## config.mk

```make
export PLATFORM = sky130hd
export DESIGN_NAME = mv_run_sequencer
export DESIGN_NICKNAME = d
export VERILOG_FILES = /design/src/rtl/mv_run_sequencer.sv
export SDC_FILE = /design/constraint.sdc
export NUM_CORES = 1
export LEC_CHECK = 0
export ABC_CLOCK_PERIOD_IN_PS = 4100
export CORE_ASPECT_RATIO = 0.6
export CORE_MARGIN = 2
export CORE_UTILIZATION = 25
export CTS_CLUSTER_DIAMETER = 200
export DETAILED_ROUTE_END_ITERATION = 8
export HOLD_SLACK_MARGIN = 0.06
export SLEW_MARGIN = 0
export SYNTH_ARGS = -nofsm -noshare
export SYNTH_HDL_FRONTEND = slang
export SYNTH_SLANG_ARGS = --single-unit
export TNS_END_PERCENT = 100
```

## constraint.sdc

```tcl
create_clock -name clk -period 4.1 [get_ports clk]
set_clock_uncertainty 0.1 [all_clocks]
set_input_delay 1.23 -clock clk [delete_from_list [all_inputs] [get_ports clk]]
set_output_delay 1.23 -clock clk [all_outputs]
set_load 0.005 [all_outputs]
```

## src/rtl/mv_run_sequencer.sv

```systemverilog
// mv_run_sequencer: run-level sequencer for the 6x6 matrix-vector engine controller.
// Sits between the host register interface and the engine controller. It accepts a run
// command (width, iteration), validates it, takes the vector BRAM port away from the host,
// holds the controller's run enable until the engine reports finish (or abort/timeout), lets
// the pipeline drain, and reports done / err_code / irq back to the host.
//
// Parameters:
//   TIMEOUT_CYCLES  watchdog limit on RUN cycles, 0 disables (must fit the 21-bit counter)
//   DRAIN_CYCLES    cycles running stays low before DONE, 1..15
//   MAX_WIDTH       largest legal width
//
// Ports:
//   clk, rst                  clock, synchronous active-high reset
//   cmd_valid/cmd_ready       run request handshake, ready only in IDLE
//   cmd_width/cmd_iteration   requested run shape
//   abort                     host abort (level)
//   irq_clr                   clears the sticky irq
//   host_req/host_gnt         host vector-BRAM access in flight / host owns the port
//   running, width, iteration controller run enable and latched run shape
//   finish                    one-cycle completion pulse from the controller
//   busy, done, err_code, irq status back to the host
//   cycle_count               RUN cycle count
//
// Optional feature: define MV_RUN_SEQUENCER_PERF_EN to build the saturating RUN cycle
// counter on cycle_count; otherwise cycle_count is tied to zero.

module mv_run_sequencer #(
  parameter int unsigned TIMEOUT_CYCLES = 1048576,
  parameter int unsigned DRAIN_CYCLES   = 2,
  parameter int unsigned MAX_WIDTH      = 384
) (
  input  logic        clk,
  input  logic        rst,
  input  logic        cmd_valid,
  output logic        cmd_ready,
  input  logic [8:0]  cmd_width,
  input  logic [15:0] cmd_iteration,
  input  logic        abort,
  input  logic        irq_clr,
  input  logic        host_req,
  output logic        host_gnt,
  output logic        running,
  output logic [8:0]  width,
  output logic [15:0] iteration,
  input  logic        finish,
  output logic        busy,
  output logic        done,
  output logic [2:0]  err_code,
  output logic        irq,
  output logic [31:0] cycle_count
);

  localparam logic [2:0]  ErrOk      = 3'd0;
  localparam logic [2:0]  ErrWidth   = 3'd1;
  localparam logic [2:0]  ErrIter    = 3'd2;
  localparam logic [2:0]  ErrAbort   = 3'd3;
  localparam logic [2:0]  ErrTimeout = 3'd4;

  localparam logic [20:0] WdLimit   = 21'(TIMEOUT_CYCLES - 1);
  localparam logic [3:0]  DrainLoad = 4'(DRAIN_CYCLES - 1);

  typedef enum logic [2:0] {
    StIdle,
    StCheck,
    StArm,
    StRun,
    StDrain,
    StDone
  } state_e;

  state_e      state_q, state_d;
  logic        cmd_ready_q, cmd_ready_d;
  logic        host_gnt_q, host_gnt_d;
  logic        running_q, running_d;
  logic [8:0]  width_q, width_d;
  logic [15:0] iteration_q, iteration_d;
  logic        busy_q, busy_d;
  logic        done_q, done_d;
  logic [2:0]  err_q, err_d;
  logic        irq_q, irq_d;
  logic [20:0] wd_q, wd_d;
  logic [3:0]  drain_q, drain_d;

  logic accept;
  logic run_entry;
  logic bad_width;
  logic timeout_hit;

  assign accept    = (state_q == StIdle) && cmd_valid && cmd_ready_q;
  assign run_entry = (state_q == StArm) && (state_d == StRun);

  // Multiple-of-6 test on a 9-bit value folds to a constant compare table.
  assign bad_width = (width_q < 9'd6) || ({23'd0, width_q} > MAX_WIDTH) ||
                     ((width_q % 9'd6) != 9'd0);

  assign timeout_hit = (TIMEOUT_CYCLES != 0) && (wd_q == WdLimit);

  always_comb begin
    state_d     = state_q;
    host_gnt_d  = host_gnt_q;
    width_d     = width_q;
    iteration_d = iteration_q;
    err_d       = err_q;
    wd_d        = wd_q;
    drain_d     = drain_q;

    unique case (state_q)
      StIdle: begin
        if (accept) begin
          width_d     = cmd_width;
          iteration_d = cmd_iteration;
          err_d       = ErrOk;
          state_d     = StCheck;
        end
      end
      StCheck: begin
        if (bad_width) begin
          err_d   = ErrWidth;
          state_d = StDone;
        end else if (iteration_q == 16'd0) begin
          err_d   = ErrIter;
          state_d = StDone;
        end else begin
          state_d = StArm;
        end
      end
      StArm: begin
        // Grant is never revoked while a host access is in flight.
        if (abort) begin
          err_d   = ErrAbort;
          drain_d = DrainLoad;
          state_d = StDrain;
        end else if (!host_req) begin
          host_gnt_d = 1'b0;
          wd_d       = '0;
          state_d    = StRun;
        end
      end
      StRun: begin
        wd_d = wd_q + 21'd1;
        if (finish) begin
          err_d   = ErrOk;
          drain_d = DrainLoad;
          state_d = StDrain;
        end else if (abort) begin
          err_d   = ErrAbort;
          drain_d = DrainLoad;
          state_d = StDrain;
        end else if (timeout_hit) begin
          err_d   = ErrTimeout;
          drain_d = DrainLoad;
          state_d = StDrain;
        end
      end
      StDrain: begin
        if (drain_q == 4'd0) begin
          state_d = StDone;
        end else begin
          drain_d = drain_q - 4'd1;
        end
      end
      StDone: begin
        host_gnt_d = 1'b1;
        state_d    = StIdle;
      end
      default: state_d = StIdle;
    endcase

    // Run enable rises one cycle after the grant falls and drops as RUN is left.
    running_d   = (state_q == StRun) && (state_d == StRun);
    cmd_ready_d = (state_d == StIdle);
    busy_d      = (state_d != StIdle);
    done_d      = (state_q == StDone);
    // Set wins over clear both in DONE and in the cycle done is visible.
    if ((state_q == StDone) || done_q) begin
      irq_d = 1'b1;
    end else if (irq_clr) begin
      irq_d = 1'b0;
    end else begin
      irq_d = irq_q;
    end
  end

  always_ff @(posedge clk) begin
    if (rst) begin
      state_q     <= StIdle;
      cmd_ready_q <= 1'b1;
      host_gnt_q  <= 1'b1;
      running_q   <= 1'b0;
      width_q     <= '0;
      iteration_q <= '0;
      busy_q      <= 1'b0;
      done_q      <= 1'b0;
      err_q       <= ErrOk;
      irq_q       <= 1'b0;
      wd_q        <= '0;
      drain_q     <= '0;
    end else begin
      state_q     <= state_d;
      cmd_ready_q <= cmd_ready_d;
      host_gnt_q  <= host_gnt_d;
      running_q   <= running_d;
      width_q     <= width_d;
      iteration_q <= iteration_d;
      busy_q      <= busy_d;
      done_q      <= done_d;
      err_q       <= err_d;
      irq_q       <= irq_d;
      wd_q        <= wd_d;
      drain_q     <= drain_d;
    end
  end

`ifdef MV_RUN_SEQUENCER_PERF_EN
  logic [31:0] cyc_q;

  always_ff @(posedge clk) begin
    if (rst) begin
      cyc_q <= '0;
    end else if (accept || run_entry) begin
      cyc_q <= '0;
    end else if ((state_q == StRun) && (cyc_q != 32'hFFFF_FFFF)) begin
      cyc_q <= cyc_q + 32'd1;
    end
  end

  assign cycle_count = cyc_q;
`else
  assign cycle_count = '0;
`endif

  assign cmd_ready = cmd_ready_q;
  assign host_gnt  = host_gnt_q;
  assign running   = running_q;
  assign width     = width_q;
  assign iteration = iteration_q;
  assign busy      = busy_q;
  assign done      = done_q;
  assign err_code  = err_q;
  assign irq       = irq_q;

endmodule

```

==> flow_metrics.tcl, run 1 <==
set metrics [dict create \
    fp.coreArea_um2 12850 \
    ir_drop_mv 0.1875 \
    drc_errors 0 \
    clk_latency_ps 330 \
    synth_top_family_by_area "simple AND/OR/NAND/NOR gates" \
    nets 512 \
    numCtsBuffers 9 \
    synthSimpleGateAreaFrac 0.2662 \
    first_iter_violations 201 \
    leakage_uw 0.001569 \
    grtUsageMet3 0.04633 \
    initial_core_util 0.2560 \
    start_kind "flop" \
    cts.sinks 62 \
    portBuffers 65 \
    placed_area_um2 3980 \
    hold_viol 0 \
    synth-adder-area-share 0.01521 \
    grtUsageMet2 0.1745 \
    p_per_area_nw_per_um2 576.1 \
    final_antenna_net_count 0 \
    dp.cells 635 \
    first_pass_iters 4 \
    dieArea_um2 14130 \
    max_freq_ghz 0.2740 \
    outcome "finished clean" \
    fin_area_um2 4282 \
    synth_top_area_share 0.3772 \
    final_common_cell "nand2_1" \
    drt-total-wl_um 8379 \
    vias 2950 \
    drv_slew 0 \
    syn_to_final_growth_pct 30.11 \
    avgViaCountPerCell 4.531 \
    ys.flop_type "dfxtp_1" \
    yosysUniqueCellTypes 52 \
    critPathCaptureType "flop" \
    grt_pass1_vias 2791 \
    seqCellArea_um2 1244 \
    fin_cells 651 \
    grt_pass1_wl_um 14070 \
    synth_area_leader_cell "dfxtp_1" \
    hpwl_um 6349 \
    grt_overflow 0 \
    rsz0062_at_grt "no" \
    antenna_found_initial 0 \
    dieHeight_um 92.87 \
    fin_util 0.3331 \
    synth-xor-area-share 0.05323 \
    finalCritPeriodShare 0.8901 \
    track_usage 0.1231 \
    crit_arrival_ps 3770 \
    top_usage_layer "met2" \
    critPathKind "flop to flop" \
    synthMuxAreaShare 0.01293 \
    drv_cap 0 \
    fp.dieW_um 152.1 \
    slew_headroom 0.4721 \
    synth-compound-area-share 0.1589 \
    syn_area_um2 3291 \
    nFillCells 1321 \
    gp_congestion 0.7932 \
    fin_hold_ws_ps 368.7 \
    synth_seq_cells 62 \
    crit_required_ps 4220 \
    cts.path.max_buffers 2 \
    ys_async_sr_fraction 0 \
    htreeDepth 3 \
    wl_per_cell_um 12.87 \
    synth-seq-area-share 0.3772 \
    multi_input_area_um2 1789 \
    fin_setup_tns_ps 0 \
    syn_area_per_cell_um2 7.929 \
    final_cell_mix "nand2_1, clkdlybuf4s50_1, dfxtp_1" \
    globalRouteMet1Util 0.1716 \
    rows 32 \
    cts-root-buf "clkbuf_16" \
    netlist_instances 415 \
    postCtsHoldBufs 0 \
    grt_start_max_net_pins 26 \
    drive_gt1_frac 0.06861 \
    clk_pin_slew_ps 60 \
    io_pins 98 \
    hold_path_class "flop to flop" \
    period_needed_ps 3649 \
    synth_edf_count 0 \
    synthTopCellsByArea "dfxtp_1, nand2_1, buf_4, a21oi_1, nor2_1" \
    tightestPinTransition_ps 784.6 \
    cts_tree "yes" \
    diodes 0 \
    setup_viol 0 \
    ys_warn_count 0 \
    path_max_fanout 14 \
    post_cts_buffers 0 \
]
layer usage:
layer	wire length (um)	part of all wire
met1	4244	0.51
met2	3435	0.41
met3	571	0.068
met4	127	0.015
met5	0	0
repair_timing:
item / CTS / global route
endpoints found under the hold margin: 0 / 0
resized for setup: 0 / 2
endpoints found under the setup margin: 0 / 1
registers in the layout, indices dropped and copies added (netlist names):
signal / flops
wd_q: 21
iteration: 16
width: 9
drain_q: 4
err_code: 3
state_q: 3
busy: 1
cmd_ready: 1
done: 1
host_gnt: 1
irq: 1
running: 1
cells in the mapped netlist, drive strengths merged, types with 6 or more instances:
master,number
a211oi,6
a21oi,44
buf,38
clkbuf,13
dfxtp,62
inv,13
nand2,71
nand2b,6
nand3,12
nand4,6
nor2,35
nor3,7
nor4,7
o21ai,11
xnor2,9
xor2,11
metrics by stage:
step	setup WS, ps	total power (uW)
after floorplan	855.9	1406
after global placement	621.4	1691
after detailed placement	450.1	1723
after CTS	437.5	2493
after global routing	23.92	2651
final	450.6	2467
cell families after synthesis:
logic type,count (synthesis)
compound gates,84
xor+xnor,20
fa+ha+maj,4
buf+inv,64
flops,62
mux,3
other cells,1
simple gates,177
final cells by class:
type,count,area share
multi-input cells,320,0.4179
flip-flops and latches,62,0.2905
repair buffers,70,0.1607
clock buffers,9,0.05260
well taps,170,0.04968
clock inverters,7,0.01724
inverters,13,0.01140
power breakdown:
part           leakage (uW)  internal [uW]  total [uW]  switching (uW)
logic              0.000918            419         876             457
clock network      0.000146            472         757             285
registers          0.000505            704         834             129
total               0.00157           1600        2470             872
critical path: stages, from the launching register on:
cell and delay (ps):
dfxtp_1 430, or4b_4 590, mux2i_4 170, a2bb2oi_1 230, nor2_1 150, nand3_1 110
o21ai_0 90, ha_1 280, nand2b_1 180, o31ai_1 210, o21ai_0 140, a211oi_2 420
a31oi_2 190, o211a_1 240
final timing paths:
kind                            slack (ps)                       start                          to  cells after the start
worst min register to register         370  iteration[13]$_SDFFE_PP0P_  iteration[13]$_SDFFE_PP0P_                      2
worst max register to register         450       width[6]$_SDFFE_PP0P_    err_code[1]$_SDFFE_PP0P_                     13
worst max-delay path                   450       width[6]$_SDFFE_PP0P_    err_code[1]$_SDFFE_PP0P_                     13
worst min-delay path                   370  iteration[13]$_SDFFE_PP0P_  iteration[13]$_SDFFE_PP0P_                      2
Note: power is estimated with default switching activity, not from simulation.
==> run 2: changes to the inputs <==
DONT_BUFFER_PORTS = 1   (was not set)
REMOVE_ABC_BUFFERS = 1   (was not set)
==> run 2 against run 1 <==
First-iteration DRC count decreased by 49%. Clock power grew 7.4%. Global-route usage fell by 0.67 points. Cell count shrank 10%. Final area decreased by 15%. Combinational power fell by 23%.
==> flow_metrics.tcl, run 2 (synthesis gave the netlist of run 1 again) <==
set metrics [dict create \
    hold_viol 0 \
    seqPwrFrac 0.362 \
    setup_viol 0 \
    final_antenna_net_count 0 \
    ir_drop_mv 0.2367 \
    cts.path.max_buffers 2 \
    p_clk_frac 0.348 \
    post_cts_buffers 0 \
    diodes 0 \
    dieHeight_um 92.87 \
    critPathKind "flop to flop" \
    hold_depth 2 \
    fp.dieW_um 152.1 \
    crit_required_ps 4220 \
    initial_core_util 0.2560 \
    switching_share 0.3472 \
    fin_cells 583 \
    final_common_cell "nand2_1" \
    numCtsBuffers 9 \
    nFillCells 1391 \
    cts-root-buf "clkbuf_16" \
    dp.cells 567 \
    dieArea_um2 14130 \
    power.internal_uw 1525 \
    gp_congestion 0.8860 \
    period_needed_ps 3672 \
    cts.sinks 62 \
    place_ws_ps 451.0 \
    largest_reg_flops 21 \
    first_pass_iters 5 \
    wl_per_cell_um 13.68 \
    critPathCaptureType "flop" \
    drive_gt1_frac 0.06295 \
    rsz0062_at_grt "no" \
    fin_area_um2 3623 \
    rows 32 \
    p_switching_uw 811.0 \
    vias 2732 \
    placed_area_um2 3307 \
    syn_to_final_growth_pct 10.11 \
    drc_errors 0 \
    nets 444 \
    crit_arrival_ps 3790 \
    postCtsHoldBufs 0 \
    slew_headroom 0.3191 \
    tightestPinTransition_ps 1018 \
    fin_hold_ws_ps 361.9 \
    outcome "finished clean" \
    fp.coreArea_um2 12850 \
    htreeDepth 3 \
    grt_start_max_net_pins 37 \
    portBuffers 0 \
    drt-total-wl_um 7975 \
    finalCritPeriodShare 0.8957 \
    antenna_found_initial 0 \
    drv_cap 0 \
    drv_slew 0 \
    post_cts_resize_count 0 \
    largest-register "wd_q" \
    path_max_fanout 11 \
    layout_setup_ws_ps 427.5 \
    p_per_area_nw_per_um2 644.6 \
    max_freq_ghz 0.2723 \
    clk_pin_slew_ps 50 \
    grt_overflow 0 \
    comb_power_share 0.290 \
    reg2regPathDepth 13 \
    hpwl_um 5970 \
    clk_latency_ps 330 \
    track_usage 0.1164 \
    final_cell_mix "nand2_1, dfxtp_1, a21oi_1" \
    io_pins 98 \
    grt_pass1_wl_um 12940 \
    avgViaCountPerCell 4.686 \
    fin_setup_tns_ps 0 \
    hold_path_class "flop to flop" \
    r2r_slack_ps 430 \
    leakage_uw 0.001324 \
    cts_tree "yes" \
    start_kind "flop" \
    first_iter_violations 102 \
    grt_pass1_vias 2605 \
]
-- run 2: cell types whose count changed in the layout (fill, tap and decap cells not counted), sizes merged --
cell / previous run / this run
clkdlybuf4s50: 65 / 0
buf: 5 / 2
clkbuf: 9 / 12
clkinv: 4 / 2
bufinv: 1 / 2
clkinvlp: 1 / 0
inv: 14 / 13
-- run 2: path summary, 6_finish.rpt --
| path | from | to |
|---|---|---|
| max | width[8]$_SDFFE_PP0P_ | err_code[1]$_SDFFE_PP0P_ |
| min | drain_q[1]$_SDFFE_PP0P_ | drain_q[1]$_SDFFE_PP0P_ |
| max reg2reg | width[8]$_SDFFE_PP0P_ | err_code[1]$_SDFFE_PP0P_ |
| min reg2reg | drain_q[1]$_SDFFE_PP0P_ | drain_q[1]$_SDFFE_PP0P_ |
-- run 2: critical path: stages, from the launching register on --
cell       delay (ps)
dfxtp_1           540
or4b_4            540
mux2i_4           170
a2bb2oi_1         230
nor2_1            150
nand3_1           100
o21ai_0            90
ha_1              290
nand2b_1          180
o31ai_1           210
o21ai_0           140
a211oi_2          400
a31oi_2           190
o211a_1           240
-- run 2: through the flow --
step,util,power [uW]
detailed placement,0.2573,1535
CTS,0.2819,2365
finish,0.2819,2336
global route,0.2819,2501
floorplan,-,1347
global placement,0.2573,1506
-- run 2: layout make-up --
type	count	area (um^2)	area share
inverter	13	48.80	0.01347
tap	170	212.7	0.05870
multi-input combinational	320	1789	0.4938
sequential	62	1241	0.3425
clock inverter	4	70.07	0.01934
timing repair buffer	2	15.01	0.004144
clock buffer	12	246.5	0.06802
-- run 2: layer usage --
layer | routed length [um] | GRT usage | up-vias
li1 | - | - | 1353
met2 | 3429 | 0.1768 | 81
met1 | 3845 | 0.1454 | 1285
met4 | 155 | 0.05218 | 0
met5 | 0 | 0 | -
met3 | 545 | 0.04679 | 13
-- run 2: power by group through the flow --
stage / combinational, uW / clock (uW) / sequential (uW)
after detailed placement: 677 / 0 / 858
final: 677 / 813 / 845
after CTS: 681 / 838 / 846
after global routing: 771 / 864 / 865
after global placement: 655 / 0 / 851
after floorplan: 528 / 0 / 820
==> run 3: changes to the inputs <==
CAP_MARGIN = 25   (was not set)
GPL_ROUTABILITY_DRIVEN = 0   (was not set)
PLACE_DENSITY = 0.46   (was not set)
==> run 3 against run 2 <==
Final area fell by 0.17%. Die area did not move. Via count fell by 1.2%. Global-route usage rose by 0.16 points. Setup slack got worse by 31 ps. Fmax fell by 0.84%. Count of clock-buffer cells in the layout fell by 3. Hold slack improved by 3.2 ps. Cell count fell by 0.17%. Largest cell class unchanged. Largest power group unchanged.
==> flow_metrics.tcl, run 3 (synthesis gave the netlist of run 1 again) <==
set metrics [dict create \
    wl_per_cell_um 13.84 \
    tightestPinTransition_ps 774.3 \
    htreeDepth 3 \
    clk_latency_ps 330 \
    fin_util 0.2814 \
    max_freq_ghz 0.2700 \
    start_kind "flop" \
    reg2regPathDepth 13 \
    dieHeight_um 92.87 \
    crit_arrival_ps 3820 \
    crit_required_ps 4220 \
    setup_viol 0 \
    final_common_cell "nand2_1" \
    antenna_found_initial 0 \
    grt_overflow 0 \
    final_cell_mix "nand2_1, dfxtp_1, a21oi_1" \
    rsz0062_at_grt "no" \
    rows 32 \
    path_max_fanout 14 \
    r2r_end "err_code[1]$_SDFFE_PP0P_" \
    hp-start "drain_q[1]$_SDFFE_PP0P_" \
    largest_reg_flops 21 \
    ir_drop_mv 0.2004 \
    cts.path.max_buffers 2 \
    fin_setup_tns_ps 0 \
    wl_met1_um 3953 \
    reg2reg_from "width[6]$_SDFFE_PP0P_" \
    final_antenna_net_count 0 \
    fp.dieW_um 152.1 \
    largest-register "wd_q" \
    slew_headroom 0.4790 \
    post_cts_buffers 0 \
    fp.coreArea_um2 12850 \
    diodes 0 \
    hold_path_class "flop to flop" \
    portBuffers 0 \
    syn_to_final_growth_pct 9.924 \
    drv_slew 0 \
    drive_gt1_frac 0.06553 \
    first_iter_violations 162 \
    track_usage 0.1180 \
    drv_cap 0 \
    hold_viol 0 \
    drt-total-wl_um 8056 \
    met3_wirelength_um 457 \
    startpoint "width[6]$_SDFFE_PP0P_" \
    grt_pass1_vias 2643 \
    r2r_slack_ps 400 \
    grt_start_max_net_pins 37 \
    cts-root-buf "clkbuf_16" \
    outcome "finished clean" \
    drc_errors 0 \
    avgViaCountPerCell 4.636 \
    grt_pass1_wl_um 13360 \
    first_pass_iters 4 \
    clk_pin_slew_ps 60 \
    critPathKind "flop to flop" \
    critPathCaptureType "flop" \
    period_needed_ps 3704 \
    cts.sinks 62 \
    setup.worst_path.end "err_code[1]$_SDFFE_PP0P_" \
    numCtsBuffers 9 \
    met2_length_um 3565 \
    cts_tree "yes" \
    hpwl_um 5865 \
    initial_core_util 0.2560 \
    finalCritPeriodShare 0.9033 \
    leakage_uw 0.001317 \
    top_layer_used "met4" \
    nets 444 \
    io_pins 98 \
    dieArea_um2 14130 \
    p_per_area_nw_per_um2 646.5 \
    vias 2698 \
]
run 3: changes by cell type in the layout (fill, tap and decap cells not counted), sizes merged:
cell / before / now
clkbuf: 12 / 9
inv: 13 / 14
clkinvlp: 0 / 1
run 3: worst min-delay path by stage:
stage / depth (start not counted) / slack (ps) / end
floorplan: 2 / 340 / drain_q[1]$_SDFFE_PP0P_
global placement: 2 / 350 / drain_q[1]$_SDFFE_PP0P_
detailed placement: 2 / 360 / drain_q[1]$_SDFFE_PP0P_
CTS: 2 / 370 / drain_q[1]$_SDFFE_PP0P_
global route: 2 / 410 / drain_q[1]$_SDFFE_PP0P_
finish: 2 / 370 / drain_q[1]$_SDFFE_PP0P_
run 3: what timing repair did:
action,CTS,global route
endpoints found under the setup margin,0,1
gates resized for setup,0,1
hold endpoints to repair,0,0
hold buffers,0,0
run 3: cell type report:
class,count,area (um^2)
clock buffer,9,225.2
fill,1405,9235
inverter,13,48.80
timing repair buffer,2,15.01
tap,170,212.7
sequential,62,1242
multi-input combinational,320,1787
clock inverter,6,86.33
run 3: per-stage QoR:
step	power (uW)	worst slack [ps]	instances	instance area, um^2	hold slack (ps)
after global placement	1522	561.4	567	3304	354.0
after floorplan	1347	808.9	395	3077	338.8
after CTS	2366	422.1	582	3616	365.8
after detailed placement	1544	433.9	567	3304	358.3
final	2338	396.4	582	3617	365.1
after global routing	2505	109.3	582	3617	407.3
run 3: power by group:
group | internal, uW | switching (uW) | leakage, uW | total, uW
registers | 704 | 155 | 0.000505 | 859
logic | 277 | 396 | 0.000661 | 673
clock network | 528 | 279 | 0.000152 | 807
total | 1510 | 829 | 0.00132 | 2340
run 3: metal layers:
metal,up-vias,global-route usage
met1,1286,0.1491
met5,-,0
met2,53,0.1877
li1,1351,-
met3,8,0.04118
met4,0,0.04128
run 3: critical path: stages, from the launching register on:
cell and delay (ps):
dfxtp_1 470, or4b_4 600, mux2i_4 180, a2bb2oi_1 210, nor2_1 140, nand3_1 100
o21ai_0 90, ha_1 280, nand2b_1 180, o31ai_1 240, o21ai_0 170, a211oi_2 400
a31oi_2 200, o211a_1 240
